## src/rtl/tt_pkg.sv

```systemverilog
// Shared types and constants for the truth-table sweep driver.
// Vector geometry, FSM state encoding and the lab function's golden table.
package tt_pkg;

    localparam int VEC_W = 4;
    localparam int N_VEC = 16;

    // Golden truth table of the lab function; bit i = y for {a,b,c,d} = i.
    localparam logic [N_VEC-1:0] LAB_FN_EXPECTED = 16'hA7FF;

    typedef enum logic [1:0] {
        IDLE,
        SETTLE,
        SAMPLE,
        DONE
    } tt_state_e;

endpackage

```

## src/rtl/tt_settle_timer.sv

```systemverilog
// Down-counting settle timer: load arms it, en runs it, expired flags the last cycle.
// Ports: clk, rst_n (async active-low), load, en -> expired.
module tt_settle_timer #(
    parameter int SETTLE_CYCLES = 2
) (
    input  logic clk,
    input  logic rst_n,
    input  logic load,
    input  logic en,
    output logic expired
);

    localparam int CW = (SETTLE_CYCLES > 1) ? $clog2(SETTLE_CYCLES) : 1;
    localparam logic [CW-1:0] LOAD_VAL = CW'(SETTLE_CYCLES - 1);

    logic [CW-1:0] cnt;

    // Loaded with N-1 so that expired rises in the N-th enabled cycle.
    always_ff @(posedge clk or negedge rst_n) begin
        if (!rst_n) begin
            cnt <= '0;
        end else if (load) begin
            cnt <= LOAD_VAL;
        end else if (en && (cnt != '0)) begin
            cnt <= cnt - 1'b1;
        end
    end

    assign expired = en && (cnt == '0);

endmodule

```

## src/rtl/tt_sweep_driver.sv

```systemverilog
// Sweeps all 16 {a,b,c,d} vectors into a 4-input function, samples y, and grades the table.
// Ports: clk, rst_n, start, abort, y -> a,b,c,d, busy, done, pass, table_o, mismatch_cnt, first_fail, fail_valid.
module tt_sweep_driver
    import tt_pkg::*;
#(
    parameter int               SETTLE_CYCLES = 2,
    parameter logic [N_VEC-1:0] EXPECTED      = LAB_FN_EXPECTED
) (
    input  logic             clk,
    input  logic             rst_n,
    input  logic             start,
    input  logic             abort,
    input  logic             y,
    output logic             a,
    output logic             b,
    output logic             c,
    output logic             d,
    output logic             busy,
    output logic             done,
    output logic             pass,
    output logic [N_VEC-1:0] table_o,
    output logic [4:0]       mismatch_cnt,
    output logic [VEC_W-1:0] first_fail,
    output logic             fail_valid
);

    if (SETTLE_CYCLES < 1) begin : g_bad_settle
        $error("SETTLE_CYCLES must be at least 1");
    end

    tt_state_e        state, state_n;
    logic [VEC_W-1:0] idx, idx_n;
    logic [VEC_W-1:0] vec, vec_n;
    logic             busy_n, done_n, pass_n, fv_n;
    logic [N_VEC-1:0] tbl_n;
    logic [4:0]       mc_n;
    logic [VEC_W-1:0] ff_n;
    logic             t_load, t_en, t_exp;
    logic             miss;

    tt_settle_timer #(
        .SETTLE_CYCLES(SETTLE_CYCLES)
    ) u_timer (
        .clk    (clk),
        .rst_n  (rst_n),
        .load   (t_load),
        .en     (t_en),
        .expired(t_exp)
    );

    assign miss = (y != EXPECTED[idx]);

    // Every output flop is computed for the state being entered, so
    // the vector, busy, done and pass all line up with that state.
    always_comb begin
        state_n = state;
        idx_n   = idx;
        vec_n   = vec;
        busy_n  = busy;
        done_n  = 1'b0;
        pass_n  = pass;
        tbl_n   = table_o;
        mc_n    = mismatch_cnt;
        ff_n    = first_fail;
        fv_n    = fail_valid;
        t_load  = 1'b0;
        t_en    = 1'b0;

        unique case (state)
            IDLE: begin
                if (start) begin
                    state_n = SETTLE;
                    idx_n   = '0;
                    vec_n   = '0;
                    busy_n  = 1'b1;
                    tbl_n   = '0;
                    mc_n    = '0;
                    ff_n    = '0;
                    fv_n    = 1'b0;
                    pass_n  = 1'b0;
                    t_load  = 1'b1;
                end
            end
            SETTLE: begin
                if (abort) begin
                    state_n = IDLE;
                    vec_n   = '0;
                    busy_n  = 1'b0;
                    pass_n  = 1'b0;
                end else begin
                    t_en = 1'b1;
                    if (t_exp) begin
                        state_n = SAMPLE;
                    end
                end
            end
            SAMPLE: begin
                if (abort) begin
                    // Aborted sample is dropped; partial results stay.
                    state_n = IDLE;
                    vec_n   = '0;
                    busy_n  = 1'b0;
                    pass_n  = 1'b0;
                end else begin
                    tbl_n[idx] = y;
                    if (miss) begin
                        mc_n = mismatch_cnt + 5'd1;
                        if (!fail_valid) begin
                            ff_n = idx;
                            fv_n = 1'b1;
                        end
                    end
                    if (idx == VEC_W'(N_VEC - 1)) begin
                        state_n = DONE;
                        vec_n   = '0;
                        busy_n  = 1'b0;
                        done_n  = 1'b1;
                        pass_n  = (mc_n == 5'd0);
                    end else begin
                        state_n = SETTLE;
                        idx_n   = idx + 1'b1;
                        vec_n   = idx + 1'b1;
                        t_load  = 1'b1;
                    end
                end
            end
            DONE: begin
                state_n = IDLE;
            end
            default: begin
                state_n = IDLE;
            end
        endcase
    end

    always_ff @(posedge clk or negedge rst_n) begin
        if (!rst_n) begin
            state        <= IDLE;
            idx          <= '0;
            vec          <= '0;
            busy         <= 1'b0;
            done         <= 1'b0;
            pass         <= 1'b0;
            table_o      <= '0;
            mismatch_cnt <= '0;
            first_fail   <= '0;
            fail_valid   <= 1'b0;
        end else begin
            state        <= state_n;
            idx          <= idx_n;
            vec          <= vec_n;
            busy         <= busy_n;
            done         <= done_n;
            pass         <= pass_n;
            table_o      <= tbl_n;
            mismatch_cnt <= mc_n;
            first_fail   <= ff_n;
            fail_valid   <= fv_n;
        end
    end

    assign {a, b, c, d} = vec;

endmodule
```

## config.mk

```make
export PLATFORM = sky130hd
export DESIGN_NAME = tt_sweep_driver
export DESIGN_NICKNAME = d
export VERILOG_FILES = /design/src/rtl/tt_pkg.sv /design/src/rtl/tt_settle_timer.sv /design/src/rtl/tt_sweep_driver.sv
export SDC_FILE = /design/constraint.sdc
export NUM_CORES = 1
export LEC_CHECK = 0
export CORE_MARGIN = 3
export CORE_UTILIZATION = 50
export CTS_CLUSTER_SIZE = 16
export DETAILED_ROUTE_END_ITERATION = 6
export GPL_ROUTABILITY_DRIVEN = 0
export PLACE_DENSITY = 0.76
export REMOVE_ABC_BUFFERS = 1
export SLEW_MARGIN = 20
export SYNTH_ARGS = -nofsm -noshare
export SYNTH_HDL_FRONTEND = slang
export SYNTH_SLANG_ARGS = --single-unit
```

## constraint.sdc

```tcl
create_clock -name clk -period 2.5 [get_ports clk]
set_input_delay 0.25 -clock clk [delete_from_list [all_inputs] [get_ports clk]]
set_output_delay 0.25 -clock clk [all_outputs]
set_load 0.02 [all_outputs]
```

# Yosys cells after proc, flatten, opt, wreduce, memory -nomap -nowiden
# Memories as Yosys holds them, arrays and structs flattened.
# Index checks and enable logic that the tools add are counted.
dict set report word_totals {
  inputBits 5
  word_cells 100
  out_inout_bits 33
  n_memories 1
  regBits 40
  romBits 16
}
# memory words word_bits read_ports rd_clocked_by_memory_dff write_ports line_no
set memory_table {}
lappend memory_table {{(name not given)} 16 1 1 0 0 tt_sweep_driver.sv:51} ;# assign miss = (y != EXPECTED[idx]);
dict set report classes {
  n_eq_ne 13
  magnitude_cmp 2
  reduce_logical 15
  bitwise_logic 1
  addsub 3
  n_mux 54
}
# operator n
set op_table {}
lappend op_table {{2-to-1 mux 4 bit} 9}
lappend op_table {{2-to-1 mux 16 bit} 2}
lappend op_table {{case mux 16 bit (2 select lines)} 1}
lappend op_table {{2-to-1 mux 5 bit} 5}
lappend op_table {{2-to-1 mux 1 bit} 21}
lappend op_table {{bitwise mux 16 bit} 1}
lappend op_table {{case mux 4 bit (2 select lines)} 2}
lappend op_table {{inequality test 2 bit, second input constant} 6}
lappend op_table {{case mux 4 bit (3 select lines)} 1}
lappend op_table {{AND reduction 4 bit} 3}
lappend op_table {{2-to-1 mux 2 bit} 5}
lappend op_table {{case mux 5 bit (2 select lines)} 1}
lappend op_table {{case mux 2 bit (4 select lines)} 1}
lappend op_table {{inequality test 3 bit, second input constant} 2}
lappend op_table {{case mux 1 bit (3 select lines)} 2}
lappend op_table {{AND reduction 3 bit} 2}
lappend op_table {{adder 5 x 1 -> 5 bit, second input constant} 1}
lappend op_table {{logical NOT 5 bit} 1}
lappend op_table {{less-than comparator 4 x 5 -> 1 bit, second input constant} 1}
lappend op_table {{AND reduction 5 bit} 1}
lappend op_table {{adder 4 x 1 -> 4 bit, second input constant} 1}
lappend op_table {{demux 1 bit (select 4 bit)} 1}
lappend op_table {{== test 2 bit, second input constant} 2}
lappend op_table {{== test 4 bit, second input constant} 1}
lappend op_table {{other kinds (11)} 15}

# Logic depth before layout (Yosys ltp)
# Gate-level depths: netlist (run 1).
dict set report logic_depth {
  depth_word 10
  depth_mapped 9
  mapped_depth_nobuf 7
}

# By module
# Synthesis (run 1) repeated with hierarchy kept, for this count alone.
dict set report hier_totals {
  hier_cells 227
  hier_area_um2 2207.1
}
# mod seq_area_each_um2 cells_per_inst area_each_um2 n_inst
set modules_own_cells {}
lappend modules_own_cells {tt_sweep_driver 975.9 223 2167.1 1}
lappend modules_own_cells {tt_settle_timer 25.0 4 40.0 1}

# Worst setup path after synthesis (run 1)
# No wires, ideal clock.
dict set report synth_path {
  path_kind {reg2reg}
  start {reg state[0]}
  end {reg table_o[10]}
  arrival_ps 1727
  setup_slack_ps 644
  path_buffers 3
  setup_time_ps 129
  synth_period_minus_slack_ps 1856
  path_stages_with_launch 10
  required_time_ps 2371
  cell_sequence {dfrtp_1 -> inv_1 -> ha_1 -> nor2b_1 -> buf_2 -> a211o_1 -> buf_2 -> buf_2 -> o21ai_0 -> o21ai_0}
}
dict set report synth_via {
  elab_chain_cells 3
  elab_cells_between_ends 7
  classes_between {eq/ne (3); mux (1); reduce/logical (3)}
}
# item line_no
set synth_lines {}
lappend synth_lines {{start: declaration} tt_sweep_driver.sv:31} ;# tt_state_e state, state_n;
lappend synth_lines {{start signal: assignment} tt_sweep_driver.sv:149} ;# state <= state_n;
lappend synth_lines {{== test 2 bit / logical NOT 2 bit (equally long branches)} tt_sweep_driver.sv:69} ;# unique case (state)
lappend synth_lines {{inequality test 2 bit (no source line) / nonzero test 2 bit (equally long branches)} --}
lappend synth_lines {{AND reduction 3 bit (no source line)} --}
lappend synth_lines {{end signal: assignment} tt_sweep_driver.sv:155} ;# table_o <= tbl_n;
lappend synth_lines {{end: declaration} tt_sweep_driver.sv:21} ;# output logic [N_VEC-1:0] table_o,
# Several ways; a longest one is shown, not always the timed one.
# A chain may end at the register's enable or synchronous reset.

# Worst setup path in the final report (run 1)
dict set report layout_path {
  start {reg state[0]}
  end {reg table_o[5]}
}
# The elaborated chain is that of the path after synthesis.

==> results of run 1 <==
-- synthesized netlist by cell type, drive strengths merged, types with 2 or more instances --
master	instances	area (um2)
a211o	2	17.5
a211oi	3	40.0
a21boi	13	97.6
a21oi	6	30.0
a22o	2	17.5
a31oi	3	18.8
a32o	2	20.0
buf	7	46.3
clkbuf	6	23.8
dfrtp	40	1000
ha	9	113
inv	5	18.8
mux2i	4	40.0
nand2	25	93.8
nand2b	7	46.3
nand3	12	60.1
nor2	13	48.8
nor2b	7	51.3
o211ai	7	52.6
o21a	2	22.5
o21ai	34	174
o31ai	2	15.0
or2	2	12.5
or4	2	15.0
xnor2	4	53.8
xor2	2	36.3
-- worst reg2reg max path: stages, from the launching register on --
cell and delay [ps]:
dfrtp_1 420, inv_1 100, ha_1 260, nor2b_1 490, nor2_1 110, and3_1 280, nand2_1 190, o21ai_0 130
-- sequential cells by signal, indices dropped and copies added (netlist names) --
name,count
busy,1
done,1
fail_valid,1
first_fail,4
idx,4
mismatch_cnt,5
pass,1
state,2
table_o,16
u_timer.cnt,1
vec,4
-- where the power goes --
group          leakage (nW)  internal [W]  switching [W]
Combinational         0.578      0.000235       0.000406
Sequential            0.551      0.000693      0.0000613
Clock                0.0548      0.000301       0.000241
-- how the worst max path moves through the flow --
stage,slack (ps),startpoint,endpoint,cells past startpoint
finish,390,state[0],table_o[5],7
global route,210,state[0],table_o[5],7
CTS,420,idx[0],pass,6
detailed placement,440,state[0],table_o[5],7
global placement,420,idx[0],pass,6
floorplan,340,state[0],first_fail[3],6
-- per-stage QoR --
step	worst slack [ps]	power [W]	util	area [um2]
floorplan	337	0.00118	-	2220
global placement	424	0.00139	0.616	2700
detailed placement	436	0.00140	0.616	2700
CTS	421	0.00195	0.642	2820
global route	214	0.00207	0.642	2820
finish	389	0.00194	0.642	2820
-- cell families (layout without fill, tap and decap cells) --
group	count (synthesis)	in the layout	synth area share
and+or+nand+nor	77	77	0.170
AOI/OAI and AO/OA	83	83	0.249
adders and majority gates	9	9	0.0491
DFF	40	40	0.436
buffers and inverters	18	56	0.0387
muxes	4	4	0.0174
xor gates and xnor gates	6	6	0.0393
-- layout by cell type, fill, tap and decap left out, types with 3 or more instances in the layout --
cell type and count:
inv_1 5, ha_1 9, o21ai_0 33, mux2i_1 4, xnor2_1 3, nand2b_1 6, a31oi_1 3, nand3_1 12
clkbuf_8 5, nor2b_1 6, a21boi_0 13, nor2_1 13, a21oi_1 6, dfrtp_1 40, nand2_1 25, o211ai_1 7
buf_4 6, clkdlybuf4s50_1 36
-- per-layer routing --
metal  global-route usage  wire length (um)  vias up
li1                     -                 -      928
met1                0.318              2490      894
met2                0.323              2490       57
met3               0.0451               280        4
met4               0.0483                36        0
met5                    0                 0        -
-- area by class of cell --
class | instances | area share
Tap cell | 52 | 0.0231
Timing Repair Buffer | 43 | 0.146
Sequential cell | 40 | 0.356
Multi-Input combinational cell | 179 | 0.428
Clock inverter | 3 | 0.0164
Clock buffer | 5 | 0.0244
Inverter | 5 | 0.00667
==> flow_summary_export.csv, run 1 <==
group,metric,value,unit
outcome,outcome,"complete, no violations",
layout,syn2layout_area_growth,22.7,%
synthesis,yosysWarnings,0,
clock_network,htreeDepth,2,
setup_path,critical_path_buf_inv_count,1,
synthesis,synth_ff_type,"dfrtp_1",
synthesis,synth_seq_cells,40,
layout,nets,288,
layout,antenna_cells,0,
floorplanning,io_pins,38,
drt,via_per_inst,5.76,
drt,drc,0,
sta,worst_pin_slew,877,ps
setup_path,cp_slowest_cell,"nor2b_1",
global_route,antenna_found_initial,0,
clock_network,cts_root_buffer,"clkbuf_8",
clock_network,clock-sinks,40,
setup_path,crit_path_start_kind,"flop",
sta,slew_headroom,0.415,
drt,routed_wl,5.31,mm
sta,min_period,2110,ps
global_route,grt_pass1_vias,1852,
drt,first_pass_iters,4,
power,power.leakage,1.18,nW
synthesis,synth_cells,237,
setup_path,r2r_slack,390,ps
setup_path,crit_fanout,7,
layout,regArea,1000,um2
synthesis,synth.avg_cell_area,9.68,um2
layout,fillers,370,
place,hpwl,3.83,mm
global_route,grt_util_all_layers,0.215,
clock_network,clkLatencyLatePin,290,ps
floorplanning,core_area,4380,um2
synthesis,netlist_area,2290,um2
floorplanning,num_rows,24,
power,peakVddDrop,0.000600,V
floorplanning,dieWidth,73.7,um
global_route,grt_max_degree,41,
setup_path,cp-end-kind,"flop",
floorplanning,dieArea,5440,um2
clock_network,cts_max_path_buffers,2,
sta,finalMaxSlewViolations,0,
drt,dr_total_vias,1883,
clock_network,ctsHoldBuffers,0,
setup_path,worstRegToRegCells,7,
setup_path,critPathKind,"flop to flop",
clock_network,cts_buffers,5,
layout,multi_input_area,1200,um2
sta,finalHoldViolCount,0,
setup_path,critPathArrivalTime,2280,ps
power,powerDensity,688,nW/um2
floorplanning,start_util,0.523,
setup_path,critPathMaxStageDelay,490,ps
clock_network,clk_pin_slew,90,ps
setup_path,worst_ep_required_time,2670,ps
synthesis,ys_types,53,
clock_network,cts_tree,"yes",
sta,setup_viol,0,
sta,clock_skew,7.22,ps
sta,whs,67.2,ps
clock_network,cts_setup_buffers,0,
setup_path,path_delay_family,"simple AND/OR/NAND/NOR gates",
global_route,grt_pass1_wl,9.15,mm
clock_network,ctsResizeCount,0,
synthesis,yosysSeqAreaShare,0.436,
floorplanning,die_y,73.7,um
worst_hold_path,min_path_type,"input pin to async pin",
place,portBuffers,37,
setup_path,timing.rr.start,"state[0]",
sta,fmax,474,MHz
layout,drive_gt1_frac,0.0945,
run,cap_violations,0,
setup_path,rr_endpoint,"table_o[5]",
synthesis,async_flop_share,1.00,
drt,drt-wirelength-per-cell,16.2,um
drt,antenna_left,0,
sta,finalSetupTns,0,ps
sta,timing.final.crit_share,0.844,
sta,rsz0062_at_grt,"no",
global_route,grt_overflow_total,0,
layout,post_layout_nonfiller_instances,327,
place,dp.cells,319,
setup_path,crit_path_cell_trace,"inv_1 -> ha_1 -> nor2b_1 -> nor2_1 -> and3_1 -> nand2_1 -> o21ai_0",
synthesis,synth_edf_count,0,
drt,drtIter0Drc,179,
Power figures use the tool's default switching activity.
==> inputs of run 2 (changes only) <==
--- a/config.mk
+++ b/config.mk
@@ -6,7 +6,7 @@
 export NUM_CORES = 1
 export LEC_CHECK = 0
 export CORE_MARGIN = 3
-export CORE_UTILIZATION = 50
+export CORE_UTILIZATION = 48
 export CTS_CLUSTER_SIZE = 16
 export DETAILED_ROUTE_END_ITERATION = 6
 export GPL_ROUTABILITY_DRIVEN = 0
==> constraint.sdc (replaced) <==
create_clock -name clk -period 1.8 [get_ports clk]
set_input_delay 0.18 -clock clk [delete_from_list [all_inputs] [get_ports clk]]
set_output_delay 0.18 -clock clk [all_outputs]
set_load 0.02 [all_outputs]
==> flow_summary_export.csv, run 2 (synthesis gave the netlist of run 1 again) <==
group,metric,value,unit
floorplanning,dieArea,5650,um2
clock_network,clock-sinks,40,
setup_path,critPathKind,"flop to flop",
run,cap_violations,0,
floorplanning,die_y,75.1,um
drt,first_pass_iters,4,
drt,via_per_inst,5.72,
setup_path,crit_path_cell_trace,"buf_4 -> nor2b_4 -> o21a_4 -> mux2i_2 -> and2b_1 -> o41ai_2",
worst_hold_path,min_path_type,"input pin to async pin",
drt,drc,0,
power,total_power,0.00304,W
setup_path,critical_path_buf_inv_count,1,
power,powerDensity,975,nW/um2
place,portBuffers,37,
sta,whs,465,ps
power,p_sw,0.00107,W
sta,clock_skew,6.62,ps
layout,final_common_cell,"dfrtp_1",
global_route,antenna_found_initial,0,
floorplanning,start_util,0.513,
floorplanning,core_area,4470,um2
floorplanning,io_pins,38,
layout,fin_area,3120,um2
layout,antenna_cells,0,
setup_path,cp-end-kind,"flop",
drt,drtIter0Drc,171,
drt,antenna_left,0,
sta,fmax,561,MHz
drt,drt-wirelength-per-cell,16.3,um
clock_network,cts_root_buffer,"clkbuf_8",
setup_path,crit_path_start_kind,"flop",
layout,largest_register_ffs,16,
power,comb_power_share,0.423,
clock_network,clk_pin_slew,80,ps
global_route,grt_overflow_total,0,
sta,setup_viol,0,
drt,routed_wl,5.85,mm
global_route,grt_util_all_layers,0.226,
drt,dr_total_vias,2054,
setup_path,critPathMaxStageDelay,400,ps
clock_network,cts_tree,"yes",
clock_network,clkLatencyLatePin,300,ps
setup_path,crit_fanout,6,
place,hpwl,4.27,mm
layout,drive_gt1_frac,0.225,
floorplanning,num_rows,24,
setup_path,cp_slowest_cell,"dfrtp_1",
global_route,grt_pass1_vias,2045,
setup_path,critPathArrivalTime,1980,ps
layout,syn2layout_area_growth,35.8,%
clock_network,cts_buffers,5,
clock_network,cts_max_path_buffers,2,
power,peakVddDrop,0.000781,V
floorplanning,dieWidth,75.1,um
setup_path,worst_ep_required_time,2000,ps
layout,top_regs,"table_o: 16 flops, mismatch_cnt: 5 flops",
sta,worst_pin_slew,507,ps
clock_network,htreeDepth,2,
layout,nets,320,
power,internal_power,0.00197,W
layout,fin_util,0.696,
power,switching_share,0.351,
layout,top_register,"table_o",
global_route,grt_pass1_wl,9.65,mm
power,seqPwrFrac,0.336,
place,place_area,2910,um2
sta,timing.final.crit_share,0.990,
setup_path,path_delay_family,"compound AO/OA/AOI/OAI gates",
global_route,grt_max_degree,41,
layout,final_cell_mix,"dfrtp_1, clkdlybuf4s50_1, buf_4, nand2_1, o21ai_0",
sta,rsz0062_at_grt,"yes",
sta,min_period,1780,ps
outcome,outcome,"complete, no violations",
sta,slew_headroom,0.662,
power,power.leakage,1.34,nW
power,clock_power_share,0.241,
sta,finalSetupTns,0,ps
sta,finalHoldViolCount,0,
sta,finalMaxSlewViolations,0,
-- run 2: cell types whose count changed in the layout (fill, tap and decap cells not counted), moves of 2 or more --
| cell | previous run | this run |
|---|---|---|
| inv_2 | 0 | 2 |
| ha_1 | 9 | 6 |
| buf_4 | 6 | 33 |
| ha_2 | 0 | 2 |
| o21ai_0 | 33 | 23 |
| buf_6 | 0 | 4 |
| nor2b_1 | 6 | 3 |
| inv_1 | 5 | 3 |
| o21ai_1 | 0 | 10 |
| nor2b_2 | 0 | 2 |
-- run 2: worst reg2reg max path: cells and delay by family (launching register included) --
kind            cells  cell delay, ps
simple gates        2             350
buf+inv             1             170
flops               1             400
mux                 1             230
compound gates      2             540
-- run 2: area by class of cell --
class                   instances  area [um2]
flip-flops and latches         40        1000
multi-input cells             179        1250
well taps                      52        65.1
fillers                       351        1360
clock buffers                   6        72.6
inverters                       5        18.8
clock inverters                 2        35.0
repair buffers                 75         668
-- run 2: what timing repair did --
item                                    in CTS  in global routing
gates cloned                                 0                  0
hold buffers                                 1                  0
pin swaps                                    2                  3
hold endpoints to repair                    40                  0
resized for setup                            6                 25
setup buffers                                0                  3
endpoints found under the setup margin       4                 31
-- run 2: path summary, 6_finish.rpt --
check	startpoint	end	slack, ps	cells past startpoint
worst max-delay path	idx[0]	pass	20	6
worst min register to register	vec[1]	vec[1]	500	2
worst max register to register	idx[0]	pass	20	6
min in group clk	vec[1]	vec[1]	500	2
worst min-delay path	rst_n	table_o[13]	460	3
max in group asynchronous	rst_n	idx[2]	960	3
-- run 2: power groups by stage --
stage	combinational [W]	sequential, W	clock (W)
after floorplan	0.000565	0.00107	0
after global placement	0.00111	0.00103	0
after detailed placement	0.00113	0.00103	0
after CTS	0.00116	0.00102	0.000744
after global routing	0.00141	0.00103	0.000789
final	0.00128	0.00102	0.000733
-- run 2: routing by layer --
layer	share of wire	GRT usage	up-vias	wire (um)
met5	0	0	-	0
met4	0.015	0.0777	0	90
met3	0.051	0.0441	9	298
met2	0.48	0.357	61	2820
met1	0.45	0.311	997	2640
li1	-	-	987	-
-- run 2: per-stage QoR --
stage	instances	setup slack, ps
after CTS	356	-1.03
after global placement	347	-22.2
after global routing	359	-74.7
after floorplan	224	-363
final	359	18.2
after detailed placement	347	-135
